`src/rtl/usr_access_arbiter_if.sv`:
```
// Requester-side handshake and forwarded-pair bus for usr_access_arbiter.
interface usr_access_arbiter_if #(
    parameter int unsigned NUM_REQ = 4,
    parameter int unsigned DATA_W  = 8,
    parameter int unsigned ID_W    = 3
);
    logic [NUM_REQ-1:0]        req_valid;
    logic [NUM_REQ-1:0]        req_ready;
    logic [NUM_REQ*ID_W-1:0]   req_id;
    logic [NUM_REQ*DATA_W-1:0] req_data;
    logic                      out_valid;
    logic [ID_W-1:0]           out_usr_id;
    logic [DATA_W-1:0]         out_data;
    logic [NUM_REQ-1:0]        locked;

    // Requesters and the grant-stage observer.
    modport master (
        output req_valid, req_id, req_data,
        input  req_ready, out_valid, out_usr_id, out_data, locked
    );

    // The arbiter itself.
    modport slave (
        input  req_valid, req_id, req_data,
        output req_ready, out_valid, out_usr_id, out_data, locked
    );
endinterface

```
`src/rtl/usr_access_arbiter.sv`:
```
// Round-robin arbiter feeding the user-grant-access stage, with a per-requester
// brute-force lockout after MAX_FAIL consecutive non-authorized IDs.
module usr_access_arbiter #(
    parameter int unsigned     NUM_REQ     = 4,
    parameter int unsigned     DATA_W      = 8,
    parameter int unsigned     ID_W        = 3,
    parameter logic [ID_W-1:0] GRANT_ID    = 3'b100,
    parameter int unsigned     MAX_FAIL    = 3,
    parameter int unsigned     LOCK_CYCLES = 16
) (
    input  logic                clk,
    input  logic                rst,
    usr_access_arbiter_if.slave bus
);
    localparam int unsigned FAIL_W = $clog2(MAX_FAIL + 1);
    localparam int unsigned TMR_W  = $clog2(LOCK_CYCLES + 1);
    localparam int unsigned PTR_W  = (NUM_REQ > 1) ? $clog2(NUM_REQ) : 1;

    typedef enum logic {
        ST_OPEN,
        ST_LOCKED
    } lock_state_e;

    lock_state_e        state_q [NUM_REQ];
    lock_state_e        state_d [NUM_REQ];
    logic [FAIL_W-1:0]  fail_q  [NUM_REQ];
    logic [FAIL_W-1:0]  fail_d  [NUM_REQ];
    logic [TMR_W-1:0]   timer_q [NUM_REQ];
    logic [TMR_W-1:0]   timer_d [NUM_REQ];

    logic [PTR_W-1:0]   rr_ptr_q, rr_ptr_d;
    logic               out_valid_q;
    logic [ID_W-1:0]    out_usr_id_q;
    logic [DATA_W-1:0]  out_data_q;

    logic [NUM_REQ-1:0] eligible;
    logic [NUM_REQ-1:0] grant;
    logic [PTR_W-1:0]   idx;
    logic               xfer;
    logic [ID_W-1:0]    sel_id;
    logic [DATA_W-1:0]  sel_data;

    // Round-robin search from rr_ptr_q; first eligible index wins (one-hot).
    always_comb begin
        grant = '0;
        idx   = '0;
        for (int unsigned k = 0; k < NUM_REQ; k++) begin
            idx = PTR_W'((32'(rr_ptr_q) + k) % NUM_REQ);
            if (grant == '0 && eligible[idx]) begin
                grant[idx] = 1'b1;
            end
        end
    end

    // Mux the winner's pair; zeros when nothing transfers so no stale data lingers.
    always_comb begin
        xfer     = 1'b0;
        sel_id   = '0;
        sel_data = '0;
        rr_ptr_d = rr_ptr_q;
        for (int unsigned i = 0; i < NUM_REQ; i++) begin
            if (grant[i]) begin
                xfer     = 1'b1;
                sel_id   = bus.req_id[i*ID_W +: ID_W];
                sel_data = bus.req_data[i*DATA_W +: DATA_W];
                rr_ptr_d = PTR_W'((i + 1) % NUM_REQ);
            end
        end
    end

    // Forwarded-pair register and round-robin pointer.
    always_ff @(posedge clk) begin
        if (rst) begin
            out_valid_q  <= 1'b0;
            out_usr_id_q <= '0;
            out_data_q   <= '0;
            rr_ptr_q     <= '0;
        end else begin
            out_valid_q  <= xfer;
            out_usr_id_q <= sel_id;
            out_data_q   <= sel_data;
            rr_ptr_q     <= rr_ptr_d;
        end
    end

    // Lockout FSM state register, one instance per requester.
    always_ff @(posedge clk) begin
        if (rst) begin
            for (int unsigned i = 0; i < NUM_REQ; i++) begin
                state_q[i] <= ST_OPEN;
                fail_q[i]  <= '0;
                timer_q[i] <= '0;
            end
        end else begin
            for (int unsigned i = 0; i < NUM_REQ; i++) begin
                state_q[i] <= state_d[i];
                fail_q[i]  <= fail_d[i];
                timer_q[i] <= timer_d[i];
            end
        end
    end

    // Lockout FSM next state: count failed transfers, lock at MAX_FAIL, count down to release.
    always_comb begin
        for (int unsigned i = 0; i < NUM_REQ; i++) begin
            state_d[i] = state_q[i];
            fail_d[i]  = fail_q[i];
            timer_d[i] = timer_q[i];
            case (state_q[i])
                ST_OPEN: begin
                    if (grant[i]) begin
                        if (bus.req_id[i*ID_W +: ID_W] == GRANT_ID) begin
                            fail_d[i] = '0;
                        end else if (fail_q[i] >= FAIL_W'(MAX_FAIL - 1)) begin
                            fail_d[i]  = FAIL_W'(MAX_FAIL);
                            state_d[i] = ST_LOCKED;
                            timer_d[i] = TMR_W'(LOCK_CYCLES);
                        end else begin
                            fail_d[i] = fail_q[i] + 1'b1;
                        end
                    end
                end
                ST_LOCKED: begin
                    // Timer holds the number of locked cycles still to come,
                    // including the current one, so release happens as it hits 0.
                    if (timer_q[i] <= TMR_W'(1)) begin
                        state_d[i] = ST_OPEN;
                        timer_d[i] = '0;
                        fail_d[i]  = '0;
                    end else begin
                        timer_d[i] = timer_q[i] - 1'b1;
                    end
                end
                default: begin
                    state_d[i] = ST_OPEN;
                end
            endcase
        end
    end

    // Lockout FSM outputs: locked flags straight from state, eligibility gated by reset.
    always_comb begin
        eligible   = '0;
        bus.locked = '0;
        for (int unsigned i = 0; i < NUM_REQ; i++) begin
            bus.locked[i] = (state_q[i] == ST_LOCKED);
            eligible[i]   = !rst && bus.req_valid[i] && (state_q[i] == ST_OPEN);
        end
    end

    assign bus.req_ready  = grant;
    assign bus.out_valid  = out_valid_q;
    assign bus.out_usr_id = out_usr_id_q;
    assign bus.out_data   = out_data_q;

endmodule

```
`src/flat_wrapper.sv`:
```
// flat-port wrapper written by rule: the top's interface ports become plain ports
module usr_access_arbiter_flat 
#(
    parameter int unsigned     NUM_REQ     = 4,
    parameter int unsigned     DATA_W      = 8,
    parameter int unsigned     ID_W        = 3,
    parameter logic [ID_W-1:0] GRANT_ID    = 3'b100,
    parameter int unsigned     MAX_FAIL    = 3,
    parameter int unsigned     LOCK_CYCLES = 16
)
  (clk, rst, bus_req_valid, bus_req_id, bus_req_data, bus_req_ready, bus_out_valid, bus_out_usr_id, bus_out_data, bus_locked);
  usr_access_arbiter_if #(.NUM_REQ(NUM_REQ), .DATA_W(DATA_W), .ID_W(ID_W)) bus_i ();
  input  logic clk;
  input  logic rst;
  input wire logic [$bits(bus_i.req_valid)-1:0] bus_req_valid;
  input wire logic [$bits(bus_i.req_id)-1:0] bus_req_id;
  input wire logic [$bits(bus_i.req_data)-1:0] bus_req_data;
  output wire logic [$bits(bus_i.req_ready)-1:0] bus_req_ready;
  output wire logic [$bits(bus_i.out_valid)-1:0] bus_out_valid;
  output wire logic [$bits(bus_i.out_usr_id)-1:0] bus_out_usr_id;
  output wire logic [$bits(bus_i.out_data)-1:0] bus_out_data;
  output wire logic [$bits(bus_i.locked)-1:0] bus_locked;
  assign bus_i.req_valid = bus_req_valid;
  assign bus_i.req_id = bus_req_id;
  assign bus_i.req_data = bus_req_data;
  assign bus_req_ready = bus_i.req_ready;
  assign bus_out_valid = bus_i.out_valid;
  assign bus_out_usr_id = bus_i.out_usr_id;
  assign bus_out_data = bus_i.out_data;
  assign bus_locked = bus_i.locked;
  usr_access_arbiter #(.NUM_REQ(NUM_REQ), .DATA_W(DATA_W), .ID_W(ID_W), .GRANT_ID(GRANT_ID), .MAX_FAIL(MAX_FAIL), .LOCK_CYCLES(LOCK_CYCLES)) u_core (.clk(clk), .rst(rst), .bus(bus_i));
endmodule
```
`config.mk`:
```
export PLATFORM = sky130hd
export DESIGN_NAME = usr_access_arbiter_flat
export DESIGN_NICKNAME = d
export VERILOG_FILES = /design/src/rtl/usr_access_arbiter_if.sv /design/src/rtl/usr_access_arbiter.sv /design/src/flat_wrapper.sv
export SDC_FILE = /design/constraint.sdc
export NUM_CORES = 1
export LEC_CHECK = 0
export ABC_CLOCK_PERIOD_IN_PS = 3730
export CORE_MARGIN = 5
export CORE_UTILIZATION = 50
export DETAILED_ROUTE_END_ITERATION = 7
export PLACE_DENSITY = 0.77
export SETUP_SLACK_MARGIN = 0.02
export SYNTH_ARGS = -nofsm -noshare
export SYNTH_HDL_FRONTEND = slang
export SYNTH_SLANG_ARGS = --single-unit
```
`constraint.sdc`:
```
create_clock -name clk -period 3.73 [get_ports clk]
set_input_delay 0.373 -clock clk [delete_from_list [all_inputs] [get_ports clk]]
set_output_delay 0.373 -clock clk [all_outputs]
set_load 0.05 [all_outputs]
```
==> summary.txt <==
Status
  • Status: completed

Timing
  • Fin. Hold Viols: 0
  • Slew HR: 0.539
  • Worst slew pin tran: 0.685 ns
  • Period Utilization, post-route: 0.961
  • Fin Clk Skew: 0.00814 ns
  • Tmin final: 3.59 ns
  • Setup violators final: 0
  • Min Hold Slack: 0.491 ns
  • FMAX: 0.279 GHz
  • Pins Over Slew Limit: 0
  • RSZ-0062 raised after global routing: false

Synth
  • Post-Syn Nets: 437
  • Gate Count Post-Synth: 372
  • Async SR Flop Fraction: 0
  • Sequential share of the synthesized area: 0.293
  • Top FF cell, synth: dfxtp_1
  • Yosys cell types: 69
  • Synthesis Warnings: 0
  • #FFs+latches synth: 46
  • Syn Area/Cell: 8.46 um^2
  • Synthesized area: 3150 um^2
  • Post-synth EDFFs: 0

Worst setup path
  • Crit end category: output pin
  • Reg-to-reg endpoint: u_core.timer_q[0][17]
  • CP Max Fanout: 8
  • Critical path class: input pin to output pin
  • CP Data Required Time: 3.36 ns
  • Worst setup path end: bus_req_ready[2]
  • CP Launch Type: input pin
  • CP Data Arrival Time: 3.21 ns
  • CP startpoint: rst
  • Worst R2R Setup Slack: 0.47 ns
  • Reg2reg path depth: 11
  • Reg-to-reg critical path startpoint: u_core.rr_ptr_q[0]

Clock tree
  • # H-tree levels: 2
  • CTS root buf: clkbuf_8
  • Clock Sinks: 46
  • Clock latency on the worst-skew pair: 0.30 ns
  • CTS clk-pin slew, worst paths: 0.08 ns
  • Hold_buf cts: 0
  • CTS Buffer Depth: 2
  • Clock tree from TritonCTS: built
  • Number of CTS-inserted buffers: 5

Floorplanning
  • Site row count: 28
  • Die X: 89.3 um
  • Die Span Y: 89.3 um
  • Top-level I/O count: 70
  • Effective utilization at floorplan: 0.522
  • Die ar.: 7980 um^2
  • Core region area: 6030 um^2

Global route
  • First-pass GRT wire length: 14000 um
  • Vias in the first global route: 2981
  • Total GRT Usage: 0.222
  • Largest net degree at the start of global routing: 21
  • Remaining global-route overflow: 0
  • Initial antenna violation count: 0

Place
  • DP Area: 4000 um^2
  • GPL Wtd Cong: 0.940
  • Hpwl dp: 6760 um
  • Port-buffer cells: 69

Route
  • DR DRC count: 0
  • Via/cell ratio: 6.09
  • DR vias: 3172
  • WL/cell: 16.9 um
  • Final wirelength: 8810 um
  • DR iter-0 viols: 136
  • Routed Antenna Nets: 0
  • Drt pass-1 iters: 4

Layout
  • Synth-to-layout area growth: 31.4%
  • Final Instance Area: 4130 um^2
  • Nets: 510
  • Fillers: 491
  • Layout cells sized above 1: 0.146
  • Ant diodes: 0

Power and ir drop
  • Pwr dens: 829 nW/um^2
  • Leak: 1.45 nW
  • VDD IR max: 0.656 mV

Worst hold path
  • HP Class: register to register

Run
  • Max_cap viols: 0
synth_stat cells (all sizes together) (4+ instances only):
library cell,n,share of area
a221oi,11,0.047
o41ai,6,0.019
nand3,11,0.018
nor4,6,0.012
nor2,29,0.039
o21ai,18,0.029
clkbuf,8,0.0095
nand4,15,0.030
nor2b,7,0.014
dfxtp,46,0.29
nor3,8,0.013
o22ai,4,0.0080
or3,8,0.016
a31oi,7,0.021
nand2,28,0.033
inv,22,0.026
ha,15,0.060
nand2b,11,0.022
buf,11,0.019
a21oi,37,0.066
o211ai,9,0.025
how the worst min path moves through the flow:
stage | startpoint | end | cells after the start
6_report | u_core.fail_q[0][7] | u_core.fail_q[0][7] | 2
5_1_grt | u_core.fail_q[0][7] | u_core.fail_q[0][7] | 2
4_1_cts | u_core.fail_q[0][7] | u_core.fail_q[0][7] | 2
3_5_place_dp | u_core.fail_q[0][7] | u_core.fail_q[0][7] | 2
3_3_place_gp | u_core.fail_q[0][0] | u_core.fail_q[0][0] | 2
2_1_floorplan | u_core.fail_q[0][0] | u_core.fail_q[0][0] | 2
power by group:
part	switching [W]	internal (W)	leakage [nW]
Sequential	0.0000548	0.000607	0.374
Combinational	0.00143	0.000966	1.03
Clock	0.000166	0.000200	0.0514
Total	0.00165	0.00177	1.45
state kept, by name (all words and copies together) (netlist names):
name                   flops
u_core.state_q             4
u_core.rr_ptr_q            2
u_core.bus.out_data        8
u_core.bus.out_usr_id      3
u_core.fail_q              8
u_core.bus.out_valid       1
u_core.timer_q            20
per-stage QoR:
stage / std cells / TNS [ns] / total power [W] / util / setup WS, ns
after floorplan: 372 / 0 / 0.00228 / - / 0.524
after global placement: 511 / -0.136 / 0.00300 / 0.663 / -0.0518
after detailed placement: 511 / -0.542 / 0.00301 / 0.663 / -0.116
after CTS: 519 / 0 / 0.00339 / 0.681 / 0.0491
after global routing: 521 / 0 / 0.00363 / 0.686 / 0.0286
final: 521 / 0 / 0.00343 / 0.686 / 0.144
worst max-delay path, stage by stage:
cell             delay (ns)
clkdlybuf4s50_1        0.51
or4b_4                 0.59
a21oi_4                0.25
o32ai_2                0.16
a32o_1                 0.32
a311o_1                0.31
o31a_2                 0.39
inv_4                  0.14
buf_12                 0.14
final cells by class:
cell class	instances	area [um^2]	area share
clock inverters	2	37.5	0.00908
well taps	75	93.8	0.0227
repair buffers	85	851	0.206
multi-input cells	285	2070	0.501
flip-flops and latches	46	921	0.223
clock buffers	6	72.6	0.0176
inverters	22	87.6	0.0212
cell usage in the layout, fill, tap and decap left out, types with 15 or more instances in the layout:
cell type / netlist / layout
inv_1: 20 / 20
dfxtp_1: 46 / 46
o21ai_0: 18 / 17
buf_4: 3 / 16
nor2_1: 26 / 26
clkdlybuf4s50_1: 0 / 65
nand2_1: 28 / 28
a21oi_1: 35 / 35
ha_1: 15 / 15
nand4_1: 15 / 15
what timing repair did:
item / CTS / global route
buffers inserted: 0 / 2
setup endpoints to repair: 0 / 5
hold endpoints to repair: 0 / 0
gates resized for setup: 0 / 5
routing by layer:
layer | global-route usage | share of wire | wire length (um)
met5 | 0 | 0 | 0
met4 | 0.0744 | 0.024 | 215
met3 | 0.0406 | 0.037 | 322
met2 | 0.380 | 0.50 | 4370
met1 | 0.282 | 0.44 | 3900
logic make-up after synthesis:
group,after synthesis,synth area share
compound gates,123,0.315
fa+ha+maj,15,0.0597
buf+inv,41,0.0553
flops,46,0.293
mux,7,0.0374
simple gates,140,0.240
(Power assumes the default switching activity.)
